==> src/rtl/input_timer_periph.sv <==
`default_nettype none
// ============================================================================
// input_timer_periph : PS/2 scan-code receiver, NES/SNES pad poller and
//                      one-shot millisecond OS timer with interrupt pulse.
// Revision 1.0
// ============================================================================
module input_timer_periph #(
  parameter int unsigned NES_HALF   = 150,
  parameter int unsigned NES_POLL   = 416667,
  parameter int unsigned TIMER_TICK = 25000
) (
  input  logic        clk,
  input  logic        reset,
  input  logic        rx_en,
  input  logic        ps2d,
  input  logic        ps2c,
  output logic        rx_done_tick,
  output logic [7:0]  rx_data,
  output logic        nesc,
  output logic        nesl,
  input  logic        nesd,
  output logic [15:0] nesState,
  input  logic [31:0] timerValue,
  input  logic        setValue,
  input  logic        trigger,
  output logic        interrupt
);

  localparam int PH_W    = $clog2(2 * NES_HALF);
  localparam int POLL_W  = (NES_POLL > 1) ? $clog2(NES_POLL) : 1;
  localparam int PRESC_W = (TIMER_TICK > 1) ? $clog2(TIMER_TICK) : 1;

  localparam logic [PH_W-1:0]    PH_HALF    = PH_W'(NES_HALF);
  localparam logic [PH_W-1:0]    PH_SAMPLE  = PH_W'(NES_HALF - 1);
  localparam logic [PH_W-1:0]    PH_LAST    = PH_W'(2 * NES_HALF - 1);
  localparam logic [POLL_W-1:0]  POLL_LAST  = POLL_W'(NES_POLL - 1);
  localparam logic [PRESC_W-1:0] PRESC_LAST = PRESC_W'(TIMER_TICK - 1);
  localparam logic [4:0]         SLOT_LAST  = 5'd16;

  // --------------------------------------------------------------------------
  // PS/2 receiver
  // --------------------------------------------------------------------------
  typedef enum logic [1:0] {
    PS2_IDLE = 2'd0,
    PS2_DPS  = 2'd1,
    PS2_LOAD = 2'd2
  } ps2_state_e;

  ps2_state_e  ps2_state_q, ps2_state_d;
  logic [7:0]  filt_q, filt_d;
  logic        fval_q, fval_d;
  logic        ps2_strobe;
  logic [3:0]  bit_cnt_q, bit_cnt_d;
  logic [10:0] shreg_q, shreg_d;
  logic        rx_done_q, rx_done_d;
  logic [7:0]  rx_data_q, rx_data_d;
  logic        unused_start_bit;

  // The start bit falls out of the shift register and is never inspected.
  assign unused_start_bit = shreg_q[0];

  always_comb begin
    filt_d = {ps2c, filt_q[7:1]};
    if (filt_d == 8'hFF) begin
      fval_d = 1'b1;
    end else if (filt_d == 8'h00) begin
      fval_d = 1'b0;
    end else begin
      fval_d = fval_q;
    end
    ps2_strobe = fval_q & ~fval_d;

    ps2_state_d = ps2_state_q;
    bit_cnt_d   = bit_cnt_q;
    shreg_d     = shreg_q;
    rx_done_d   = 1'b0;
    rx_data_d   = rx_data_q;

    case (ps2_state_q)
      PS2_IDLE: begin
        if (ps2_strobe && rx_en) begin
          shreg_d     = {ps2d, shreg_q[10:1]};
          bit_cnt_d   = 4'd9;
          ps2_state_d = PS2_DPS;
        end
      end
      PS2_DPS: begin
        if (ps2_strobe) begin
          shreg_d = {ps2d, shreg_q[10:1]};
          if (bit_cnt_q == 4'd0) begin
            // Pulse is registered so it is visible during the LOAD cycle.
            ps2_state_d = PS2_LOAD;
            rx_done_d   = 1'b1;
            rx_data_d   = shreg_d[8:1];
          end else begin
            bit_cnt_d = bit_cnt_q - 4'd1;
          end
        end
      end
      PS2_LOAD: begin
        ps2_state_d = PS2_IDLE;
      end
      default: begin
        ps2_state_d = PS2_IDLE;
      end
    endcase
  end

  always_ff @(posedge clk or negedge reset) begin
    if (!reset) begin
      ps2_state_q <= PS2_IDLE;
      filt_q      <= 8'h00;
      fval_q      <= 1'b0;
      bit_cnt_q   <= 4'd0;
      shreg_q     <= 11'd0;
      rx_done_q   <= 1'b0;
      rx_data_q   <= 8'h00;
    end else begin
      ps2_state_q <= ps2_state_d;
      filt_q      <= filt_d;
      fval_q      <= fval_d;
      bit_cnt_q   <= bit_cnt_d;
      shreg_q     <= shreg_d;
      rx_done_q   <= rx_done_d;
      rx_data_q   <= rx_data_d;
    end
  end

  // --------------------------------------------------------------------------
  // NES/SNES pad poller: slot 0 is the latch pulse, slots 1..16 carry bits 0..15
  // --------------------------------------------------------------------------
  logic [POLL_W-1:0] poll_q, poll_d;
  logic              pad_active_q, pad_active_d;
  logic [4:0]        slot_q, slot_d;
  logic [PH_W-1:0]   ph_q, ph_d;
  logic [15:0]       shadow_q, shadow_d;
  logic [15:0]       nes_state_q, nes_state_d;
  logic              nesc_q, nesc_d;
  logic              nesl_q, nesl_d;
  logic [3:0]        bit_idx;

  assign bit_idx = slot_q[3:0] - 4'd1;

  always_comb begin
    poll_d       = (poll_q == POLL_LAST) ? '0 : poll_q + POLL_W'(1);
    pad_active_d = pad_active_q;
    slot_d       = slot_q;
    ph_d         = ph_q;
    shadow_d     = shadow_q;
    nes_state_d  = nes_state_q;

    if (!pad_active_q) begin
      if (poll_q == '0) begin
        pad_active_d = 1'b1;
        slot_d       = 5'd0;
        ph_d         = '0;
      end
    end else begin
      if ((slot_q != 5'd0) && (ph_q == PH_SAMPLE)) begin
        shadow_d[bit_idx] = ~nesd;
      end
      if (ph_q == PH_LAST) begin
        ph_d = '0;
        if (slot_q == SLOT_LAST) begin
          pad_active_d = 1'b0;
          slot_d       = 5'd0;
          nes_state_d  = shadow_q;
        end else begin
          slot_d = slot_q + 5'd1;
        end
      end else begin
        ph_d = ph_q + PH_W'(1);
      end
    end

    // Pin levels follow the next sequencer state so they stay registered.
    nesl_d = pad_active_d && (slot_d == 5'd0);
    nesc_d = !(pad_active_d && (slot_d != 5'd0) && (ph_d < PH_HALF));
  end

  always_ff @(posedge clk or negedge reset) begin
    if (!reset) begin
      poll_q       <= '0;
      pad_active_q <= 1'b0;
      slot_q       <= 5'd0;
      ph_q         <= '0;
      shadow_q     <= 16'h0000;
      nes_state_q  <= 16'h0000;
      nesc_q       <= 1'b1;
      nesl_q       <= 1'b0;
    end else begin
      poll_q       <= poll_d;
      pad_active_q <= pad_active_d;
      slot_q       <= slot_d;
      ph_q         <= ph_d;
      shadow_q     <= shadow_d;
      nes_state_q  <= nes_state_d;
      nesc_q       <= nesc_d;
      nesl_q       <= nesl_d;
    end
  end

  // --------------------------------------------------------------------------
  // One-shot OS timer
  // --------------------------------------------------------------------------
  logic [31:0]        period_q, period_d;
  logic [31:0]        count_q, count_d;
  logic [PRESC_W-1:0] presc_q, presc_d;
  logic               running_q, running_d;
  logic               irq_q, irq_d;
  logic [31:0]        load_val;
  logic [31:0]        cnt_base;
  logic [PRESC_W-1:0] presc_base;

  always_comb begin
    period_d = setValue ? timerValue : period_q;
    load_val = (period_d == 32'd0) ? 32'd1 : period_d;

    // The trigger cycle itself is prescaler cycle 0 of the first tick.
    cnt_base   = trigger ? load_val : count_q;
    presc_base = trigger ? '0 : presc_q;

    count_d   = count_q;
    presc_d   = presc_q;
    running_d = running_q;
    irq_d     = 1'b0;

    if (trigger || running_q) begin
      running_d = 1'b1;
      if (presc_base == PRESC_LAST) begin
        presc_d = '0;
        count_d = (cnt_base == 32'd0) ? 32'd0 : cnt_base - 32'd1;
        if (cnt_base <= 32'd1) begin
          running_d = 1'b0;
          irq_d     = 1'b1;
        end
      end else begin
        presc_d = presc_base + PRESC_W'(1);
        count_d = cnt_base;
      end
    end
  end

  always_ff @(posedge clk or negedge reset) begin
    if (!reset) begin
      period_q  <= 32'd0;
      count_q   <= 32'd0;
      presc_q   <= '0;
      running_q <= 1'b0;
      irq_q     <= 1'b0;
    end else begin
      period_q  <= period_d;
      count_q   <= count_d;
      presc_q   <= presc_d;
      running_q <= running_d;
      irq_q     <= irq_d;
    end
  end

  assign rx_done_tick = rx_done_q;
  assign rx_data      = rx_data_q;
  assign nesc         = nesc_q;
  assign nesl         = nesl_q;
  assign nesState     = nes_state_q;
  assign interrupt    = irq_q;

endmodule
`default_nettype wire

==> config.mk <==
export PLATFORM = sky130hd
export DESIGN_NAME = input_timer_periph
export DESIGN_NICKNAME = d
export VERILOG_FILES = /design/src/rtl/input_timer_periph.sv
export SDC_FILE = /design/constraint.sdc
export NUM_CORES = 1
export LEC_CHECK = 0
export CAP_MARGIN = 5
export CORE_AREA = 2 2 136 138
export DETAILED_ROUTE_END_ITERATION = 10
export DIE_AREA = 0 0 138 140
export HOLD_SLACK_MARGIN = 0.15
export MAX_ROUTING_LAYER = met4
export PLACE_DENSITY = 0.77
export RECOVER_POWER = 50
export SLEW_MARGIN = 40
export SYNTH_ARGS = -nofsm -noshare
export SYNTH_HDL_FRONTEND = slang
export SYNTH_SLANG_ARGS = --single-unit
==> constraint.sdc <==
create_clock -name clk -period 3.05 [get_ports clk]
set_clock_uncertainty 0.2 [all_clocks]
set_input_delay 0.61 -clock clk [delete_from_list [all_inputs] [get_ports clk]]
set_output_delay 0.61 -clock clk [all_outputs]
set_load 0.02 [all_outputs]
==> impl_metrics.tcl, run 1 <==
set metrics [dict create \
    synthXorXnorAreaFrac 0.0413 \
    p_comb_frac 0.140 \
    drcViolationCount 0 \
    antenna_left 0 \
    dp.cells 1299 \
    p_seq_frac 0.470 \
    synth_largest_area_cell "dfrtp_1" \
    syn_inst 903 \
    synth_compound_area_frac 0.115 \
    fin_cells 1348 \
    port-buffer-count 67 \
    syn-cell-area_sq_um 9330 \
    worstPathArrival_ns 3.44 \
    grt_antenna_before_repair 0 \
    cpLargestDelayFamily "simple AND/OR/NAND/NOR gates" \
    drive_gt1_frac 0.256 \
    crit_chain "clkbuf_1 -> buf_6 -> mux2_1 -> mux2_2 -> or2b_1 -> or4_4 -> buf_4 -> nor3_4 -> buf_6 -> nor4_2 -> o31a_1" \
    cts_made_buffers 17 \
    peakVddDrop_v 0.000386 \
    p_sw_frac 0.275 \
    total_power_uw 5520 \
    crit_path_start_kind "input port" \
    utilization 0.691 \
    status "finished with violations" \
    ys_ff_latch 181 \
    clk_pin_slew_ns 0.07 \
    drt_iter0_markers 535 \
    yosysSeqAreaShare 0.486 \
    syn-num-nets 959 \
    cp_common_cell "buf_6" \
    ioPinCount 68 \
    synth_top_area_share 0.483 \
    synth_top_family_by_area "simple AND/OR/NAND/NOR gates" \
    synthTopCellsByCount "dfrtp_1, nand2_1, nor2_1" \
    cts_root_buf "clkbuf_16" \
    track_usage 0.251 \
    vias 7822 \
    ctsLongestPathBuffers 2 \
    drv_slew 0 \
    synth.most_common_cell "dfrtp_1" \
    highest_layer "met4" \
    synth_edf_count 0 \
    grt_max_degree 53 \
    gr-total-overflow 0 \
    firstDrtPassIters 5 \
    dieHeight_um 140 \
    grt_pass1_vias 7844 \
    end_kind "flip-flop" \
    start_util 0.525 \
    setup_tns_ns -5.48 \
    dp_hpwl_um 16100 \
    internal-power_uw 4010 \
    async_flop_share 1.00 \
    dr_wl_met3_um 926 \
    fp-row-count 49 \
    drv_cap 0 \
    slowest_delay_ns 0.55 \
    min_path_type "reg -> reg" \
    wl_met1_um 10200 \
    r2r_start "period_q[6]" \
    syn_avg_cell_area_sq_um 10.3 \
    fp.dieW_um 138 \
    worst_slack_ns -0.260 \
    yosysUniqueCellTypes 74 \
    rsz0062_at_grt "true" \
    power_leakage_uw 0.00546 \
    p_sw_uw 1520 \
    synth.area.top_cells "dfrtp_1, mux2_2, nand2_1" \
    worst_pin_slew_ns 1.31 \
    cts_max_level 4 \
    critPathBufInv 4 \
    pwr-share-clk 0.390 \
    wl_met2_um 12000 \
    p_per_area_nw_per_um2 450 \
    cts.sinks 181 \
    crit_type "in -> reg" \
    relSlewSlack 0.129 \
    period_share 1.09 \
    crit_start "setValue" \
    wl_um 23600 \
    wl_per_cell_um 17.5 \
    area_delta_synth_final_pct 31.6 \
    max_freq_ghz 0.302 \
    dieArea_sq_um 19300 \
    period_minus_slack_ns 3.31 \
    min_from "filt_q[7]" \
    crit_slowest_cell "or4_4" \
    yosys_warnings 0 \
    violations "negative setup slack" \
    muxShareOfSynthArea 0.111 \
    worst_skew_pair.late_latency_ns 0.44 \
    setup_viol 34 \
    grt_pass1_wl_um 38500 \
    core_area_sq_um 17800 \
    num_antenna_cells 0 \
    synthSimpleGateAreaFrac 0.197 \
    tritoncts "done" \
    worstPathMaxFanout 8 \
    synth_ff_type "dfrtp_1" \
    hold_viol 0 \
    via_per_inst 5.80 \
    gp_congestion 0.925 \
    synthAdderAreaFrac 0.0215 \
    fin_nets 1162 \
    crit_required_ns 3.18 \
]
## layer usage
layer  vias up  global-route usage
met5         -                   -
li1       3689                   -
met2       197               0.421
met4         0              0.0779
met1      3892               0.317
met3        44              0.0376
## path summary, 6_finish.rpt
path,endpoint,slack [ns],cells past startpoint
setup / recovery,count_q[30],-0.26,11
hold / removal,filt_q[6],0.20,0
setup reg to reg,count_q[30],-0.20,15
hold reg to reg,filt_q[6],0.20,0
max in group asynchronous,nesc,0.78,3
min in group asynchronous,shadow_q[1],0.78,2
## logic make-up (layout without fill, tap and decap cells)
kind of cell	Yosys count	after routing
AO/OA/AOI/OAI	163	163
XOR/XNOR	44	44
adder cells (fa/ha/maj)	16	16
buffers and inverters	64	280
flip-flops	181	181
multiplexers	90	90
AND/OR/NAND/NOR	345	345
## repair_timing
action / CTS / global route
pin swaps: 41 / 28
endpoints found under the setup margin: 34 / 36
hold buffers: 1 / 0
buffers inserted: 13 / 6
resized for setup: 57 / 23
hold endpoints to repair: 49 / 0
## cell usage in the layout, fill, tap and decap left out, types with 6 or more instances in the layout
cell	synthesis	layout
buf_6	2	11
and3_1	18	18
a21oi_1	22	20
nor4_1	20	10
nand2_1	81	80
nor2b_1	10	10
clkbuf_16	0	17
a31oi_1	8	7
o21ai_0	53	48
mux2i_1	30	28
nand4_1	21	21
inv_1	30	29
and4_1	9	9
xor2_1	24	24
nor4_2	1	8
buf_4	3	132
nor2_1	76	73
or3_1	7	7
xnor2_1	20	18
mux2_2	49	34
nand3_1	38	35
a22o_1	19	19
dlygate4sd2_1	0	11
ha_1	16	13
dfrtp_1	180	180
buf_12	0	6
nor3_1	16	14
mux2_1	1	18
o22ai_1	6	6
clkdlybuf4s50_1	0	50
and2_1	10	10
o31ai_1	20	15
## metrics by stage
| step | hold WS [ns] | area (sq um) | setup WS (ns) |
|---|---|---|---|
| after floorplan | 0.114 | 9490 | -0.491 |
| after global placement | 0.178 | 11300 | -0.907 |
| after detailed placement | 0.187 | 11300 | -0.986 |
| after global routing | 0.220 | 12300 | -0.344 |
| final | 0.205 | 12300 | -0.260 |
| after CTS | 0.205 | 12100 | -0.229 |
## flip-flops by register name, indices dropped and copies added, names as in the netlist
name	flops
count_q	32
period_q	32
poll_q	19
nesState	16
shadow_q	16
presc_q	15
ph_q	9
shreg_q	9
rx_data	8
filt_q	7
slot_q	5
bit_cnt_q	4
ps2_state_q	2
fval_q	1
interrupt	1
nesc	1
nesl	1
pad_active_q	1
running_q	1
rx_done_tick	1
## power by group through the flow
stage / clock network (uW) / logic (uW) / registers, uW
after global routing: 2290 / 836 / 2610
final: 2150 / 774 / 2600
after CTS: 2190 / 749 / 2590
after global placement: 0 / 688 / 2630
after detailed placement: 0 / 703 / 2630
after floorplan: 0 / 360 / 2610
## final cells by class
type | instances | area (sq um)
clock buffer | 17 | 425
clock inverter | 15 | 161
fill | 1264 | 5500
inverter | 31 | 116
multi-input combinational | 658 | 4870
sequential | 181 | 4530
tap | 229 | 287
timing repair buffer | 217 | 1890
Power figures use the tool's default switching activity.
==> inputs of run 2 (changes only) <==
--- a/config.mk
+++ b/config.mk
@@ -6,12 +6,13 @@
 export NUM_CORES = 1
 export LEC_CHECK = 0
 export CAP_MARGIN = 5
-export CORE_AREA = 2 2 136 138
+export CORE_AREA = 2 2 134 136
+export CTS_BUF_LIST = sky130_fd_sc_hd__clkbuf_8
 export DETAILED_ROUTE_END_ITERATION = 10
-export DIE_AREA = 0 0 138 140
+export DIE_AREA = 0 0 136 138
 export HOLD_SLACK_MARGIN = 0.15
 export MAX_ROUTING_LAYER = met4
-export PLACE_DENSITY = 0.77
+export PLACE_DENSITY = 0.79
 export RECOVER_POWER = 50
 export SLEW_MARGIN = 40
 export SYNTH_ARGS = -nofsm -noshare
==> run 2 against run 1 <==
  * The flow still finishes with violations (negative setup slack)
  * Register-to-register slack improved by 0.06 ns
  * Sequential share of layout area up 1.5 points
  * Clock power fell by 27%
  * Non-clock buffer count fell by 23
  * First-iteration DRC count is 10% lower
  * Die area shrank 2.9%
  * Utilization fell by 1.7 points
  * Flip-flop and latch count did not move
  * Critical path type unchanged
  * Critical endpoint is now count_q[8]
  * Largest cell class unchanged
  * Highest routed layer unchanged
==> impl_metrics.tcl, run 2 (synthesized netlist as in run 1, its figures left out) <==
set metrics [dict create \
    status "finished with violations" \
    violations "negative setup slack" \
    via_per_inst 5.78 \
    firstDrtPassIters 5 \
    cts.sinks 181 \
    min_path_type "reg -> reg" \
    crit_required_ns 3.23 \
    drv_slew 0 \
    gp_congestion 0.917 \
    end_kind "flip-flop" \
    period_minus_slack_ns 3.21 \
    fp.dieW_um 136 \
    hold_slack_ns 0.206 \
    ctsLongestPathBuffers 2 \
    relSlewSlack 0.588 \
    tritoncts "done" \
    rsz0062_at_grt "true" \
    drv_cap 0 \
    cts_made_buffers 17 \
    multi_input_area_sq_um 4820 \
    drt_iter0_markers 480 \
    grt_max_degree 69 \
    hold_viol 0 \
    rrSetupSlack_ns -0.14 \
    slowest_delay_ns 0.52 \
    core_area_sq_um 17500 \
    worst_slack_ns -0.165 \
    crit_slowest_cell "or4_4" \
    reg.largest.list "count_q: 32 flops, period_q: 32 flops, poll_q: 19 flops" \
    crit_path_start_kind "input port" \
    grt_antenna_before_repair 0 \
    period_share 1.05 \
    r2r_start "period_q[1]" \
    nFillCells 1293 \
    grt_pass1_vias 7622 \
    r2r-end "count_q[8]" \
    utilization 0.674 \
    start_util 0.532 \
    rr_worst_depth 13 \
    area_delta_synth_final_pct 26.6 \
    fp-row-count 49 \
    drcViolationCount 0 \
    min_to "filt_q[4]" \
    holdPathStages 0 \
    max_freq_ghz 0.311 \
    gr-total-overflow 0 \
    antenna_left 0 \
    setup_viol 32 \
    dp_hpwl_um 15700 \
    grt_pass1_wl_um 37000 \
    drive_gt1_frac 0.235 \
    p_per_area_nw_per_um2 411 \
    port-buffer-count 67 \
    peakVddDrop_v 0.000323 \
    wl_um 22400 \
    crit_type "in -> reg" \
    dieArea_sq_um 18800 \
    layout_commonest_cell "dfrtp_1" \
    min_from "filt_q[5]" \
    setup_tns_ns -3.41 \
    worstPathMaxFanout 3 \
    worst_pin_slew_ns 0.615 \
    seq_area_sq_um 4530 \
    dieHeight_um 138 \
    worstPathArrival_ns 3.40 \
    cts_max_level 4 \
    wl_per_cell_um 16.9 \
    power_leakage_uw 0.00526 \
    total_power_uw 4860 \
    cts_root_buf "clkbuf_8" \
    worst_skew_pair.late_latency_ns 0.47 \
    vias 7654 \
    num_antenna_cells 0 \
    fin_nets 1139 \
    crit_chain "clkdlybuf4s50_1 -> nor4_1 -> nand3_1 -> o22a_1 -> or4_4 -> a31oi_4 -> inv_2 -> ha_4 -> o311ai_4 -> nand2b_4 -> buf_4 -> nor2_1 -> xnor2_1 -> o31ai_1" \
    ioPinCount 68 \
    final_cell_mix "dfrtp_1, buf_4, nand2_1" \
    clk_pin_slew_ns 0.10 \
    track_usage 0.250 \
]
## run 2: cell count changes in the layout (fill, tap and decap cells not counted), sizes merged
cell / change
clkdlybuf4s50: -4
clkinv: -3
clkbuf: +1
clkinvlp: -1
dlymetal6s2s: +3
buf: -24
dlygate4sd3: +1
inv: +4
## run 2: metrics by stage
stage	cell area (sq um)	instances	setup WS, ns
final	11800	1325	-0.165
after global routing	11800	1325	-0.215
after CTS	11800	1324	-0.0892
after detailed placement	11200	1289	-0.851
after global placement	11200	1289	-0.779
after floorplan	9490	903	-0.491
## run 2: repair_timing
item,in CTS,in global routing
setup endpoints to repair,34,36
hold buffers,1,0
pin swaps,16,11
endpoints found under the hold margin,64,0
buffers inserted,2,1
gates resized for setup,41,20
## run 2: worst max-delay path by stage
stage,from,end,slack (ns),cells after the start
2_1_floorplan,trigger,count_q[21],-0.49,15
5_1_grt,period_q[1],count_q[30],-0.21,13
4_1_cts,period_q[1],count_q[30],-0.09,13
3_3_place_gp,timerValue[24],count_q[14],-0.78,14
6_report,timerValue[24],count_q[8],-0.16,14
3_5_place_dp,timerValue[16],count_q[14],-0.85,14
## run 2: layout make-up
cell class	instances	area share
Clock buffer	17	0.0198
Sequential cell	181	0.384
Timing Repair Buffer	194	0.143
Multi-Input combinational cell	658	0.408
Clock inverter	15	0.0112
Tap cell	229	0.0243
Inverter	31	0.00985
## run 2: where the power goes
group          switching [uW]  internal (uW)
logic                     357            354
clock network             956            601
registers                78.2           2510
total                    1390           3470
## run 2: worst max-delay path: cells and delay by family
family | cells | cell delay [ns]
AND/OR/NAND/NOR | 5 | 1.20
AO/OA/AOI/OAI | 4 | 0.66
buffers and inverters | 3 | 0.62
adder cells (fa/ha/maj) | 1 | 0.17
XOR/XNOR | 1 | 0.14
## run 2: layer usage
metal  vias to the layer above  global-route usage  share of wire
li1                       3640                   -              -
met1                      3786               0.335           0.45
met2                       193               0.399           0.50
met3                        35              0.0374          0.038
met4                         0              0.0724          0.018
met5                         -                   -              0
